### src/rtl/dsp_mac_sequencer.sv
// Control stage that runs the fp16 dsp_slice as a MAC: clears the accumulator,
// streams one operand vector into it, drains the pipeline and returns the dot product.
module dsp_mac_sequencer #(
   parameter int unsigned DWIDTH       = 16,
   parameter int unsigned CNT_W        = 16,
   parameter int unsigned CLEAR_CYCLES = 3,
   parameter int unsigned DRAIN_CYCLES = 3
) (
   input  logic              clk,
   input  logic              reset,
   input  logic              s_valid,
   output logic              s_ready,
   input  logic [DWIDTH-1:0] s_a,
   input  logic [DWIDTH-1:0] s_b,
   input  logic              s_last,
   output logic              m_valid,
   input  logic              m_ready,
   output logic [DWIDTH-1:0] m_data,
   output logic [CNT_W-1:0]  m_count,
   output logic [DWIDTH-1:0] dsp_a,
   output logic [DWIDTH-1:0] dsp_b,
   output logic [2:0]        dsp_mode,
   input  logic [DWIDTH-1:0] dsp_c
);

   localparam int unsigned PH_W     = 8;
   localparam logic [2:0]  MODE_ADD = 3'b001;
   localparam logic [2:0]  MODE_MAC = 3'b100;

   typedef enum logic [2:0] {
      IDLE  = 3'd0,
      CLEAR = 3'd1,
      FEED  = 3'd2,
      DRAIN = 3'd3,
      DONE  = 3'd4
   } state_t;

   state_t            state;
   logic [PH_W-1:0]   phase;
   logic [CNT_W-1:0]  count;
   logic              s_fire;

   assign s_fire = s_valid && s_ready;

   // Slice drive is a pure function of the current state; FEED passes operands
   // straight through so a bubble feeds 0*0 and leaves the accumulator untouched.
   assign s_ready  = (state == FEED);
   assign dsp_mode = (state == CLEAR) ? MODE_ADD : MODE_MAC;
   assign dsp_a    = (state == FEED && s_valid) ? s_a : '0;
   assign dsp_b    = (state == FEED && s_valid) ? s_b : '0;

   always_ff @(posedge clk) begin
      if (reset) begin
         state   <= IDLE;
         phase   <= '0;
         count   <= '0;
         m_valid <= 1'b0;
         m_data  <= '0;
         m_count <= '0;
      end else begin
         case (state)
            IDLE: begin
               if (s_valid) begin
                  state <= CLEAR;
                  phase <= '0;
               end
            end
            CLEAR: begin
               if (phase == PH_W'(CLEAR_CYCLES - 1)) begin
                  state <= FEED;
                  phase <= '0;
                  count <= '0;
               end else begin
                  phase <= phase + PH_W'(1);
               end
            end
            FEED: begin
               if (s_fire) begin
                  if (count != '1) count <= count + CNT_W'(1);
                  if (s_last) begin
                     state <= DRAIN;
                     phase <= '0;
                  end
               end
            end
            DRAIN: begin
               // Last drain cycle is the first one where dsp_c includes the final pair.
               if (phase == PH_W'(DRAIN_CYCLES - 1)) begin
                  m_data  <= dsp_c;
                  m_count <= count;
                  m_valid <= 1'b1;
                  state   <= DONE;
               end else begin
                  phase <= phase + PH_W'(1);
               end
            end
            DONE: begin
               if (m_ready) begin
                  m_valid <= 1'b0;
                  state   <= IDLE;
               end
            end
            default: state <= IDLE;
         endcase
      end
   end

endmodule

### config.mk
export PLATFORM = sky130hd
export DESIGN_NAME = dsp_mac_sequencer
export DESIGN_NICKNAME = d
export VERILOG_FILES = /design/src/rtl/dsp_mac_sequencer.sv
export SDC_FILE = /design/constraint.sdc
export NUM_CORES = 1
export LEC_CHECK = 0
export ABC_CLOCK_PERIOD_IN_PS = 2930
export CORE_MARGIN = 2
export CORE_UTILIZATION = 45
export DETAILED_ROUTE_END_ITERATION = 10
export PLACE_DENSITY = 0.83
export SYNTH_ARGS = -nofsm -noshare
export SYNTH_HDL_FRONTEND = slang
export SYNTH_SLANG_ARGS = --single-unit
### constraint.sdc
create_clock -name clk -period 2.93 [get_ports clk]
set_input_delay 0.293 -clock clk [delete_from_list [all_inputs] [get_ports clk]]
set_output_delay 0.293 -clock clk [all_outputs]
set_load 0.005 [all_outputs]
---- Yosys cells after proc, flatten, opt, wreduce, memory -nomap -nowiden ----
Index checks and enable logic that the tools add are counted.
storage, ports and cells
  register bits ........................... 60
  latch bits .............................. 0
  bits in writable memories ............... 0
  memory bits (read-only) ................. 0
  output and inout port bits .............. 69
  logic and storage cells ................. 55
  memories kept ........................... 0
cells by class
  $add $sub $neg .......................... 2
  multiply operators ...................... 0
  div/mod/pow operators ................... 0
  $lt $le $gt $ge ......................... 0
  eq/ne operators ......................... 14
  shift operators ......................... 0
  multiplexer cells ....................... 23
  bitwise logic cells ..................... 0
  reduce and logical (&&, ||, !) cells .... 10
operators with widths
  kind                   count
  $mux 16                5
  $mux 8                 5
  $pmux 16 s2            1
  $pmux 8 s4             1
  $mux 3                 7
  $add 16x1->16 const B  1
  $ne 16x16->1 const B   1
  $pmux 3 s5             1
  $add 8x1->8 const B    1
  $eq 8x2->1 const B     1
  $ne 2x1->1 const B     4
  $ne 2x2->1 const B     4
  $eq 3x2->1 const B     2
  $reduce_and 6->1       1
  $reduce_and 5->1       1
  $reduce_and 4->1       1
  $reduce_bool 2->1      2
  $reduce_bool 4->1      1
  $eq 3x1->1 const B     1
  $eq 3x3->1 const B     1
  $logic_not 3->1        1
  $reduce_and 3->1       1
  $mux 1                 2
  $pmux 1 s2             1
  2 further kinds        2

---- Logic depth before layout (Yosys ltp) ----
  depth in word-level cells ............... 4
  mapped depth ............................ 8

---- Worst setup path before layout ----
No wires, ideal clock.
  path kind ............................... reg-to-reg
  start point ............................. register phase[0]
  end point ............................... register count[7]
  library setup time ...................... 0.122 ns
  data arrival time ....................... 1.634 ns
  required time ........................... 2.808 ns
  slack ................................... 1.173 ns
  stages on the path, launching flop included .. 7
  buffers on the path ..................... 0
  clock period less this slack ............ 1.757 ns
  cells stage by stage .................... dfxtp_1 -> inv_1 -> ha_1 -> nor4b_2 -> a31oi_1 -> and4b_1 -> a311o_1
between the ends
  cells in the longest elaborated chain, start to end .. 3
ends and longest elaborated chain
  element                            RTL line  RTL
  start, declared                    39        logic [PH_W-1:0] phase;
  start signal, assigned             74        phase <= phase + PH_W'(1);
  start signal, assigned             94        phase <= phase + PH_W'(1);
  $eq 8x2->1                         69        if (phase == PH_W'(CLEAR_CYCLES - 1)) begin
  $ne 2x1->1 (no source line)        n/a
  $reduce_and 4->1 (no source line)  n/a
  end signal, assigned               79        if (count != '1) count <= count + CNT_W'(1);
  end, declared                      40        logic [CNT_W-1:0] count;
No other way between the ends.
A chain may end at the register's enable or synchronous reset.

---- Worst setup path in the final report ----
  start point ............................. register state[1]
  end point ............................... output dsp_a[14]
between the ends
  cells in the longest elaborated chain, start to end .. 3
ends and longest elaborated chain
  element                 RTL line  RTL
  start, declared         38        state_t state;
  start signal, assigned  54        state <= IDLE;
  start signal, assigned  64        state <= CLEAR;
  start signal, assigned  70        state <= FEED;
  $eq 3x2->1              49        assign dsp_a = (state == FEED && s_valid) ? s_a : '0;
  $logic_and 1x1->1       49
  $mux 16                 49
  end, declared           20        output logic [DWIDTH-1:0] dsp_a,
No other way between the ends.

==> qor.tcl <==
set qor(final_common_cell) {sky130_fd_sc_hd__clkdlybuf4s50_1}
set qor(finalCoreUtilization_pct) 69.4
set qor(final_min_period_over_clock_period_pct) 87.1
set qor(rsz0062_at_grt) {false}
set qor(hold_path_class) {reg -> reg}
set qor(ys.flop_type) {sky130_fd_sc_hd__dfxtp_1}
set qor(post_cts.resized_instances) 0
set qor(detail_route.vias_per_cell) 5.46
set qor(remaining_design_rule_violation_count) 0
set qor(synth_enable_flop_cells) 0
set qor(grt_overflow) 0
set qor(worst-endpoint-required_ns) 2.64
set qor(drt_wl_total_um) 7840
set qor(post_cts_hold_buffer_count) 0
set qor(slew_viol_final) 0
set qor(finalWorstPathRequiredPeriod_ns) 2.55
set qor(drt-initial-drc-count) 214
set qor(synth_cells) 382
set qor(detail-route-antenna-nets) 0
set qor(post_route_cells_drive_above_1_share_pct) 6.64
set qor(num_io_pins) 122
set qor(timing.critical_path.arrival_ns) 2.26
set qor(timing.final.setup_violations) 0
set qor(gp_congestion) 0.904
set qor(number_of_distinct_library_cells_after_synthesis) 55
set qor(syn_area_sq_mm) 0.00298
set qor(critPathKind) {reg -> out}
set qor(post_drt_wl_per_cell_um) 13.7
set qor(synth-async-reset-ratio_pct) 0
set qor(power_w) 0.00176
set qor(fin_nets) 548
set qor(peakVddDrop_mv) 0.382
set qor(final.fill_count) 511
set qor(final_hold_viol_count) 0
set qor(antenna_cells) 0
set qor(worst_path_max_delay_cell) {sky130_fd_sc_hd__clkdlybuf4s50_1}
set qor(first_pass_grt_wire_length_um) 13100
set qor(htreeDepth) 3
set qor(cts_buffer_depth) 2
set qor(cts_sinks) 60
set qor(ys_top_cells_by_area) {sky130_fd_sc_hd__dfxtp_1 (40%), sky130_fd_sc_hd__nand2_1 (10%), sky130_fd_sc_hd__and2_1 (6.9%)}
set qor(timing.fmax_mhz) 392
set qor(first_global_vias) 3054
set qor(starting_density_of_the_core_pct) 46.7
set qor(worst_pin_slew_ns) 0.675
set qor(synth.top_cell.area_share_pct) 40.3
set qor(outcome) {finished clean}
set qor(worstPathCellList) {nor4bb_4 -> buf_4 -> and2_1 -> clkdlybuf4s50_1}
set qor(leakage_power_nw) 1.46
set qor(dieHeight_um) 85.4
set qor(core_region_sq_mm) 0.00639
set qor(skew_ns) 0.00853
set qor(place.detailed.hpwl_um) 5490
set qor(critPathCaptureType) {primary output}
set qor(cts_made_buffers) 9
set qor(via_count) 3133
set qor(p_per_area_mw_per_mm2) 397
set qor(port-buffer-count) 120
set qor(mappedNetlistNets) 438
set qor(setup_total_negative_slack_ns) 0
set qor(clock_tree.root_cell) {sky130_fd_sc_hd__clkbuf_8}
set qor(seq_area_frac_synth_pct) 40.3
set qor(syn_area_per_cell_sq_um) 7.81
set qor(ys.warnings.count) 0
set qor(groute.usage.overall_pct) 22.0
set qor(cts_post_setup_buffers_inserted) 0
set qor(worstSkewPairLatency_ns) 0.34
set qor(critical_path.max_stage_delay_ns) 0.51
set qor(cp-start-kind) {register}
set qor(floorplan.die_area_sq_mm) 0.00730
set qor(synthDominantAreaCellType) {sky130_fd_sc_hd__dfxtp_1}
set qor(ys_ff_latch) 60
set qor(pin_count_of_the_biggest_net_entering_global_routing) 55
set qor(number_of_antenna_violations_at_the_first_check_in_global_routing) 0
set qor(clk_transition_reported_paths_ns) 0.07
set qor(tritoncts) {done}
set qor(timing.critical_path.max_delay_family) {buffers and inverters}
set qor(maxSlewHeadroom_pct) 54.9
set qor(drt_first_pass_iters) 4
set qor(critical_path.max_fanout) 46
set qor(most-common-layout-cells) {sky130_fd_sc_hd__clkdlybuf4s50_1 (119), sky130_fd_sc_hd__nand2_1 (83), sky130_fd_sc_hd__dfxtp_1 (60)}
set qor(die_width_um) 85.4
set qor(rows) 29
set qor(area_delta_synth_final_pct) 48.6
set qor(max_cap_viol_count) 0
set qor(path_buf_inv) 2
-- path summary, 6_finish.rpt --
check             startpoint    endpoint  slack [ns]  cells past startpoint
setup / recovery    state[1]   dsp_a[14]        0.38                      4
hold / removal    m_data[14]  m_data[14]        0.45                      2
setup reg to reg    phase[0]    count[6]        0.61                      6
hold reg to reg   m_data[14]  m_data[14]        0.45                      2
-- metrics by stage --
step	instance area, sq um	hold WS, ns	worst slack [ns]	instances
after detailed placement	4220	0.446	0.501	558
after global routing	4430	0.474	0.201	574
after global placement	4220	0.441	0.535	558
after CTS	4430	0.455	0.361	574
final	4430	0.452	0.379	574
after floorplan	2980	0.429	1.17	382
-- tightest hold or removal path, stage by stage (launching register included) --
cell	delay, ns
sky130_fd_sc_hd__dfxtp_1	0.31
sky130_fd_sc_hd__nand2_1	0.05
sky130_fd_sc_hd__a21oi_1	0.05
-- report_power, final --
| group | switching [W] | internal [W] |
|---|---|---|
| clock | 0.000331 | 0.000475 |
| combinational | 0.0000465 | 0.0000800 |
| sequential | 0.00000653 | 0.000819 |
-- logic make-up (layout without fill, tap and decap cells) --
family	after synthesis	in the layout	synth area share, %
AO/OA/AOI/OAI	78	78	16.2
XOR/XNOR	5	5	1.47
adder cells (fa/ha/maj)	3	3	1.26
buffers and inverters	37	152	5.20
flip-flops	60	60	40.3
multiplexers	2	2	0.713
other	1	1	0.126
AND/OR/NAND/NOR	196	196	34.7
-- area by class of cell --
cell class	instances	area, sq um	area share [%]
timing repair buffer	126	1240	28.0
multi-input combinational	285	1640	37.0
tap	77	96.3	2.17
clock inverter	7	91.3	2.06
sequential	60	1200	27.1
clock buffer	9	124	2.79
inverter	10	37.5	0.847
-- Yosys cell counts (all sizes together), types with 2 or more instances --
cell type	n
and3	3
buf	11
xnor2	5
nor2	15
nor4b	4
o21ai	8
nand3	14
nor3b	5
and4	2
a311oi	6
dfxtp	60
a21oi	39
nor3	8
o311ai	2
a31oi	8
and2	33
inv	10
or4	4
o221ai	2
nor4	3
ha	3
nand4	13
clkbuf	16
a31o	2
and4b	2
nand2	83
-- routing by layer --
layer | up-vias | GRT usage (%) | wire length, um | share of wire, %
li1 | 1557 | - | - | -
met1 | 1439 | 26.0 | 3360 | 43
met2 | 123 | 37.5 | 3800 | 48
met3 | 14 | 4.86 | 532 | 6.8
met4 | 0 | 11.0 | 146 | 1.9
met5 | - | 0 | 0 | 0
-- flip-flops by register name, indices dropped and copies added (netlist names) --
register,count
count,16
m_count,16
m_data,16
phase,8
state,3
m_valid,1
Note: power is estimated with default switching activity, not from simulation.
